--- src/rtl/ctrl_fmem_mac_seq_pkg.sv ---
`default_nettype none
// ============================================================================
//  Package  : conv_pkg
//  Purpose  : Shared types and constants for the convolution control slice.
//  Revision : 1.0  initial release
// ============================================================================
package conv_pkg;

    localparam int MEM_RD_LAT = 1;

    typedef enum logic [2:0] {
        LOAD_F  = 3'd0,
        WAIT_X  = 3'd1,
        COMPUTE = 3'd2,
        DRAIN   = 3'd3,
        HOLD    = 3'd4
    } seq_state_t;

endpackage
`default_nettype wire

--- src/rtl/ctrl_fmem_mac_seq_mod_counter.sv ---
`default_nettype none
// ============================================================================
//  Module   : mod_counter
//  Purpose  : Modulo-(TERMINAL+1) up counter with enable, sync clear and
//             terminal-count flag.
//  Revision : 1.0  initial release
// ============================================================================
module mod_counter #(
    parameter int WIDTH    = 5,
    parameter int TERMINAL = 31
) (
    input  logic             clk,
    input  logic             reset,
    input  logic             i_en,
    input  logic             i_clr,
    output logic [WIDTH-1:0] o_count,
    output logic             o_tc
);

    localparam logic [WIDTH-1:0] c_term = WIDTH'(TERMINAL);

    logic [WIDTH-1:0] r_count;

    always_ff @(posedge clk) begin
        if (reset || i_clr) begin
            r_count <= '0;
        end else if (i_en) begin
            r_count <= (r_count == c_term) ? '0 : r_count + 1'b1;
        end
    end

    assign o_count = r_count;
    assign o_tc    = (r_count == c_term);

endmodule
`default_nettype wire

--- src/rtl/ctrl_fmem_mac_seq.sv ---
`default_nettype none
// ============================================================================
//  Module   : ctrl_fmem_mac_seq
//  Purpose  : Loads filter coefficients into fmem, then sequences one MAC pass
//             per available x window and flags each completed y result.
//  Revision : 1.0  initial release
// ============================================================================
module ctrl_fmem_mac_seq
    import conv_pkg::*;
#(
    parameter int F_SIZE           = 32,
    parameter int F_MEM_ADDR_WIDTH = 5
) (
    input  logic                        clk,
    input  logic                        reset,
    input  logic                        f_valid,
    output logic                        f_ready,
    output logic                        fmem_wr_en,
    output logic [F_MEM_ADDR_WIDTH-1:0] fmem_wr_addr,
    input  logic                        xmem_full,
    input  logic                        x_advance,
    input  logic                        conv_done,
    output logic [F_MEM_ADDR_WIDTH-1:0] rd_addr,
    output logic                        mac_clr,
    output logic                        mac_en,
    output logic                        conv_start
);

    seq_state_t r_state, w_next_state;

    logic r_f_ready,    w_f_ready_next;
    logic r_issue,      w_issue_next;
    logic r_mac_clr,    w_mac_clr_next;
    logic r_conv_start, w_conv_start_next;
    logic r_pending,    w_pending_next;
    logic w_rd_clr;
    logic w_wr_tc;
    logic w_rd_tc;

    logic [MEM_RD_LAT-1:0] r_en_pipe;

    assign f_ready    = r_f_ready;
    assign fmem_wr_en = f_valid & r_f_ready;
    assign mac_clr    = r_mac_clr;
    assign conv_start = r_conv_start;
    assign mac_en     = r_en_pipe[MEM_RD_LAT-1];

    mod_counter #(
        .WIDTH    (F_MEM_ADDR_WIDTH),
        .TERMINAL (F_SIZE - 1)
    ) u_wr_cnt (
        .clk     (clk),
        .reset   (reset),
        .i_en    (fmem_wr_en),
        .i_clr   (conv_done),
        .o_count (fmem_wr_addr),
        .o_tc    (w_wr_tc)
    );

    mod_counter #(
        .WIDTH    (F_MEM_ADDR_WIDTH),
        .TERMINAL (F_SIZE - 1)
    ) u_rd_cnt (
        .clk     (clk),
        .reset   (reset),
        .i_en    (r_issue),
        .i_clr   (w_rd_clr),
        .o_count (rd_addr),
        .o_tc    (w_rd_tc)
    );

    always_ff @(posedge clk) begin
        if (reset) begin
            r_state      <= LOAD_F;
            r_f_ready    <= 1'b0;
            r_issue      <= 1'b0;
            r_mac_clr    <= 1'b0;
            r_conv_start <= 1'b0;
            r_pending    <= 1'b0;
        end else begin
            r_state      <= w_next_state;
            r_f_ready    <= w_f_ready_next;
            r_issue      <= w_issue_next;
            r_mac_clr    <= w_mac_clr_next;
            r_conv_start <= w_conv_start_next;
            r_pending    <= w_pending_next;
        end
    end

    // Product read at issue time reaches the accumulator MEM_RD_LAT cycles later
    always_ff @(posedge clk) begin
        if (reset || conv_done) begin
            r_en_pipe <= '0;
        end else begin
            r_en_pipe[0] <= r_issue;
            for (int i = 1; i < MEM_RD_LAT; i++) begin
                r_en_pipe[i] <= r_en_pipe[i-1];
            end
        end
    end

    always_comb begin
        w_next_state      = r_state;
        w_issue_next      = 1'b0;
        w_mac_clr_next    = 1'b0;
        w_conv_start_next = 1'b0;
        w_pending_next    = r_pending;
        w_rd_clr          = 1'b0;

        case (r_state)
            LOAD_F: begin
                if (fmem_wr_en && w_wr_tc) begin
                    w_next_state = WAIT_X;
                end
            end
            WAIT_X: begin
                if (xmem_full) begin
                    w_next_state   = COMPUTE;
                    w_mac_clr_next = 1'b1;
                    w_rd_clr       = 1'b1;
                end
            end
            COMPUTE: begin
                if (x_advance) begin
                    w_pending_next = 1'b1;
                end
                // First COMPUTE cycle is the clear cycle; issuing starts after it
                if (!r_issue || !w_rd_tc) begin
                    w_issue_next = 1'b1;
                end else begin
                    w_next_state = DRAIN;
                end
            end
            DRAIN: begin
                if (x_advance) begin
                    w_pending_next = 1'b1;
                end
                w_next_state      = HOLD;
                w_conv_start_next = 1'b1;
            end
            HOLD: begin
                if (x_advance || r_pending) begin
                    w_next_state   = COMPUTE;
                    w_mac_clr_next = 1'b1;
                    w_rd_clr       = 1'b1;
                    w_pending_next = 1'b0;
                end
            end
            default: begin
                w_next_state = LOAD_F;
            end
        endcase

        if (conv_done) begin
            w_next_state      = LOAD_F;
            w_issue_next      = 1'b0;
            w_mac_clr_next    = 1'b0;
            w_conv_start_next = 1'b0;
            w_pending_next    = 1'b0;
            w_rd_clr          = 1'b1;
        end

        w_f_ready_next = (w_next_state == LOAD_F);
    end

endmodule
`default_nettype wire
--- config.mk ---
export PLATFORM = sky130hd
export DESIGN_NAME = ctrl_fmem_mac_seq
export DESIGN_NICKNAME = d
export VERILOG_FILES = /design/src/rtl/ctrl_fmem_mac_seq_pkg.sv /design/src/rtl/ctrl_fmem_mac_seq_mod_counter.sv /design/src/rtl/ctrl_fmem_mac_seq.sv
export SDC_FILE = /design/constraint.sdc
export NUM_CORES = 1
export LEC_CHECK = 0
export CORE_MARGIN = 10
export CORE_UTILIZATION = 34
export CTS_BUF_LIST = sky130_fd_sc_hd__clkbuf_4 sky130_fd_sc_hd__clkbuf_8
export CTS_CLUSTER_SIZE = 14
export DETAILED_ROUTE_END_ITERATION = 7
export PLACE_DENSITY = 0.56
export SLEW_MARGIN = 10
export SYNTH_ARGS = -nofsm -noshare
export SYNTH_HDL_FRONTEND = slang
export SYNTH_SLANG_ARGS = --single-unit
export TNS_END_PERCENT = 50
--- constraint.sdc ---
create_clock -name clk -period 3.61 [get_ports clk]
set_input_delay 0.722 -clock clk [delete_from_list [all_inputs] [get_ports clk]]
set_output_delay 0.722 -clock clk [all_outputs]
set_load 0.02 [all_outputs]
# == After elaboration in Yosys (flattened, before gate mapping) ==
# Cells that the tools add are included.
# totals
regBits,19
wordCells,52
input_bits,6
# classes
add_sub_neg,2
n_reduce_logical,14
bitwise,2
n_eq_ne,8
mux,17
# op_table
cell,count
two-way mux 3 bit,5
one-hot mux 3 bit (5 select lines),1
"adder 5 x 1 -> 5 bit, second input constant",2
"equality test 5 bit, second input constant",2
two-way mux 5 bit,2
two-way mux 1 bit,7
"equality test 3 x 2 -> 1 bit, second input constant",2
logical NOT 3 bit,2
logical OR 1 bit,4
one-hot mux 1 bit (2 select lines),2
OR reduction 2 bit,2
"equality test 3 x 1 -> 1 bit, second input constant",1
"equality test 3 bit, second input constant",1
AND reduction 3 bit,1
OR reduction 3 bit,1
logical NOT 1 bit,2
"!= test 2 x 1 -> 1 bit, second input constant",1
"!= test 2 bit, second input constant",1
nonzero test 2 bit,1
AND 1 bit,1
logical AND 1 bit,1
inverter 1 bit,1

# == Longest topological paths before layout ==
# depth
depth_word,7
depth_mapped,6
ltp_nobuf,6

# == By module ==
# Synthesis repeated with hierarchy kept, for this count alone.
# unflattened
cells_unflattened,88
area_unflattened_um2,883.3
# by_module_without_submodules
mod,area_each_um2,instances,cells_each
mod_counter,229.0,2,22
ctrl_fmem_mac_seq,425.4,1,44

# == Least setup slack after synthesis ==
# Ideal clock, no wire load.
# synth_timing
path_kind,flip-flop to flip-flop
startpoint,"register u_wr_cnt.r_count[0], in the netlist u_wr_cnt.o_count[0]"
endpoint,"register u_wr_cnt.r_count[2], in the netlist u_wr_cnt.o_count[2]"
t_arrival_ns,1.673
path_slack_ns,1.867
path_stages_with_launch,6
setup_time_ns,0.070
path_buffers,0
path_cell_list,dfxtp_1 ha_1 and3_1 ha_1 or4b_1 a21oi_1
# synth_between
elab_chain_cells,2
# synth_rtl
item,line,text
"start, declared",ctrl_fmem_mac_seq_mod_counter.sv:22,logic [WIDTH-1:0] r_count;
"start signal, assigned",ctrl_fmem_mac_seq_mod_counter.sv:28,r_count <= (r_count == c_term) ? '0 : r_count + 1'b1;
adder 5 x 1 -> 5 bit / equality test 5 bit (equally long branches),ctrl_fmem_mac_seq_mod_counter.sv:28,
two-way mux 5 bit *,ctrl_fmem_mac_seq_mod_counter.sv:28,
# Every way passes the cells marked *; elsewhere a longest branch is shown, timed or not.
# A chain may end at the register's enable or synchronous reset.

# == Final worst setup path ==
# layout_timing
startpoint,input f_valid
endpoint,output fmem_wr_en
# layout_between
elab_chain_cells,1
# layout_rtl
item,line,text
"start, declared",ctrl_fmem_mac_seq.sv:16,"input logic f_valid,"
AND 1 bit,ctrl_fmem_mac_seq.sv:43,assign fmem_wr_en = f_valid & r_f_ready;
"end, declared",ctrl_fmem_mac_seq.sv:18,"output logic fmem_wr_en,"
# No other way between the ends.

==> results.json <==
{
  "seq_area_um2": 380,
  "num-fill-cells": 267,
  "swShare_pct": 23.0,
  "synthCells": 100,
  "cp_cell_sequence": "clkdlybuf4s50_1 > nand2_2 > inv_1 > clkdlybuf4s50_1",
  "rsz0062_at_grt": "no",
  "fmax_ghz": 0.352,
  "antenna_found_initial": 0,
  "cp-end-kind": "primary output",
  "clkPwrFrac_pct": 33.6,
  "die_w_um": 71.5,
  "slowest_delay_ns": 0.60,
  "fin_crit_ns": 2.84,
  "synth-edff-count": 0,
  "seqPwrFrac_pct": 60.2,
  "overflow": 0,
  "final-hold-violation-count": 0,
  "p_comb_share_pct": 6.2,
  "antennaDiodeCount": 0,
  "initial_core_util_pct": 36.1,
  "tritoncts": "built",
  "ys_types": 36,
  "synth_warnings": 0,
  "pre_cts_ws_ns": 0.755,
  "slew_violations": 0,
  "cts_buffers": 3,
  "status": "finished clean",
  "netlist_top_cells_area": "dfxtp_1 (42%), a21oi_1 (6.6%), ha_1 (5.5%)",
  "drt_iter0_markers": 42,
  "area_growth_pct": 27.0,
  "critical_path.top_delay_family": "buffers and inverters",
  "leakage_uw": 0.000392,
  "worst_setup_path_start_kind": "primary input",
  "fin_crit_sh_pct": 78.6,
  "track_usage_pct": 8.07,
  "final_cell_mix": "clkdlybuf4s50_1 (20), dfxtp_1 (19), a21oi_1 (12)",
  "syn_area_per_cell_um2": 9.03,
  "drv_cap": 0,
  "maxSlewHeadroom_pct": 71.1,
  "wl_mm": 2.05,
  "async_flop_share_pct": 0,
  "worstSetupPathType": "in -> out",
  "final.setup.tns_ns": 0,
  "ys.flop_type": "dfxtp_1",
  "power.net_switching_uw": 81.2,
  "setup_violations": 0,
  "core.rowCount": 18,
  "synth_top_cell_by_area": "dfxtp_1",
  "multi_input_area_um2": 495,
  "final_common_cell": "clkdlybuf4s50_1",
  "syn-num-nets": 110,
  "drc": 0,
  "io_pins": 21,
  "gp_congestion": 0.792,
  "die_area_um2": 5120,
  "clkLatencyLatePin_ns": 0.30,
  "port_buffers": 20,
  "viasPerCell": 5.47,
  "ant_nets": 0,
  "synth_top_area_share_pct": 42.1,
  "layout.cells.non_filler": 149,
  "holdBufCountCts": 0,
  "num-nets-final": 130,
  "die_h_um": 71.5,
  "hp-class": "reg -> reg",
  "vias": 815,
  "ys_ff_latch": 19,
  "worst_path_most_repeated_cell": "clkdlybuf4s50_1",
  "slowest_stage": "clkdlybuf4s50_1",
  "vdd_drop_max_uv": 258,
  "path_max_fanout": 8,
  "netlist_area_um2": 903,
  "drive_above_1_share_pct": 6.72,
  "layout_setup_ws_ns": 0.772,
  "cts_sinks": 19,
  "clock_skew_ns": 0.00577,
  "dp_hpwl_mm": 1.51,
  "clockBufferDepth": 2,
  "grt_max_degree": 13,
  "ctsRootBufferMaster": "clkbuf_4",
  "core_um2": 2500,
  "drt_pass1_iterations": 4,
  "ys_seq_area_share_pct": 42.1,
  "tightest_slew_ns": 0.433,
  "grt_pass1_wl_mm": 3.46,
  "worst-endpoint-required_ns": 2.89,
  "cp.arrival_ns": 2.12,
  "power.density_nw_per_um2": 308,
  "h-tree-depth": 1,
  "dpl.cell_count": 145,
  "grt_pass1_vias": 762,
  "path_clk_slew_ns": 0.11,
  "cts_resized": 0,
  "p_int_uw": 272,
  "postCtsSetupBuffers": 0,
  "wire_per_inst_um": 13.8,
  "crit_buf_inv": 3
}
metal layers:
layer  global-route usage (%)  wire (µm)  vias up
met5                        0          0        -
met2                     13.5        994       18
li1                         -          -      409
met1                     8.81        908      386
met3                     3.72        136        2
met4                     2.58         13        0
power by group through the flow:
| stage | combinational (µW) | clock, µW | sequential, µW |
|---|---|---|---|
| after CTS | 22.4 | 126 | 212 |
| after detailed placement | 22.4 | 0 | 217 |
| after global placement | 22.1 | 0 | 217 |
| final | 22.0 | 119 | 212 |
| after floorplan | 8.66 | 0 | 218 |
| after global routing | 24.5 | 133 | 213 |
cells in the mapped netlist, types with 3 or more instances:
library cell,count
dfxtp_1,19
a21oi_1,12
nor2_1,8
o21ai_0,5
buf_2,4
ha_1,4
nand2_1,4
nand2b_1,4
and3_1,3
nand3_1,3
nand4_1,3
final timing paths:
| check | start | endpoint | slack [ns] | depth (start not counted) |
|---|---|---|---|---|
| setup / recovery | f_valid | fmem_wr_en | 0.77 | 4 |
| hold / removal | u_wr_cnt.o_count[4] | u_wr_cnt.o_count[4] | 0.48 | 2 |
| setup reg to reg | u_wr_cnt.o_count[0] | u_wr_cnt.o_count[2] | 1.83 | 5 |
| hold reg to reg | u_wr_cnt.o_count[4] | u_wr_cnt.o_count[4] | 0.48 | 2 |
state kept, by name, indices dropped and copies added (netlist names):
name	cells
conv_start	1
f_ready	1
mac_clr	1
mac_en	1
r_issue	1
r_pending	1
r_state	3
u_rd_cnt.o_count	5
u_wr_cnt.o_count	5
metrics by stage:
stage               power [µW]  hold slack, ns  cell area [µm²]  utilization, %
global route               370           0.520             1150            45.9
detailed placement         240           0.468             1120            44.7
CTS                        360           0.485             1150            45.9
finish                     353           0.482             1150            45.9
global placement           239           0.457             1120            44.7
floorplan                  227           0.447              903               -
cell type report:
class	count	area share, %
inverters	1	0.327
well taps	30	3.27
multi-input cells	75	43.2
clock buffers	4	2.62
repair buffers	20	17.4
flip-flops and latches	19	33.2
logic make-up (layout without fill, tap and decap cells):
logic type      count (synthesis)  in the layout  synth area share, %
compound gates                 24             24                 16.6
fa+ha+maj                       4              4                 5.54
buf+inv                         6             25                 3.05
flops                          19             19                 42.1
mux                             1              1                 1.11
simple gates                   46             46                 31.6
worst min-delay path, cell delays in order (launching register included):
cell     delay (ns)
dfxtp_1        0.34
nand2_1        0.06
a21oi_1        0.05
(Power assumes the default switching activity.)
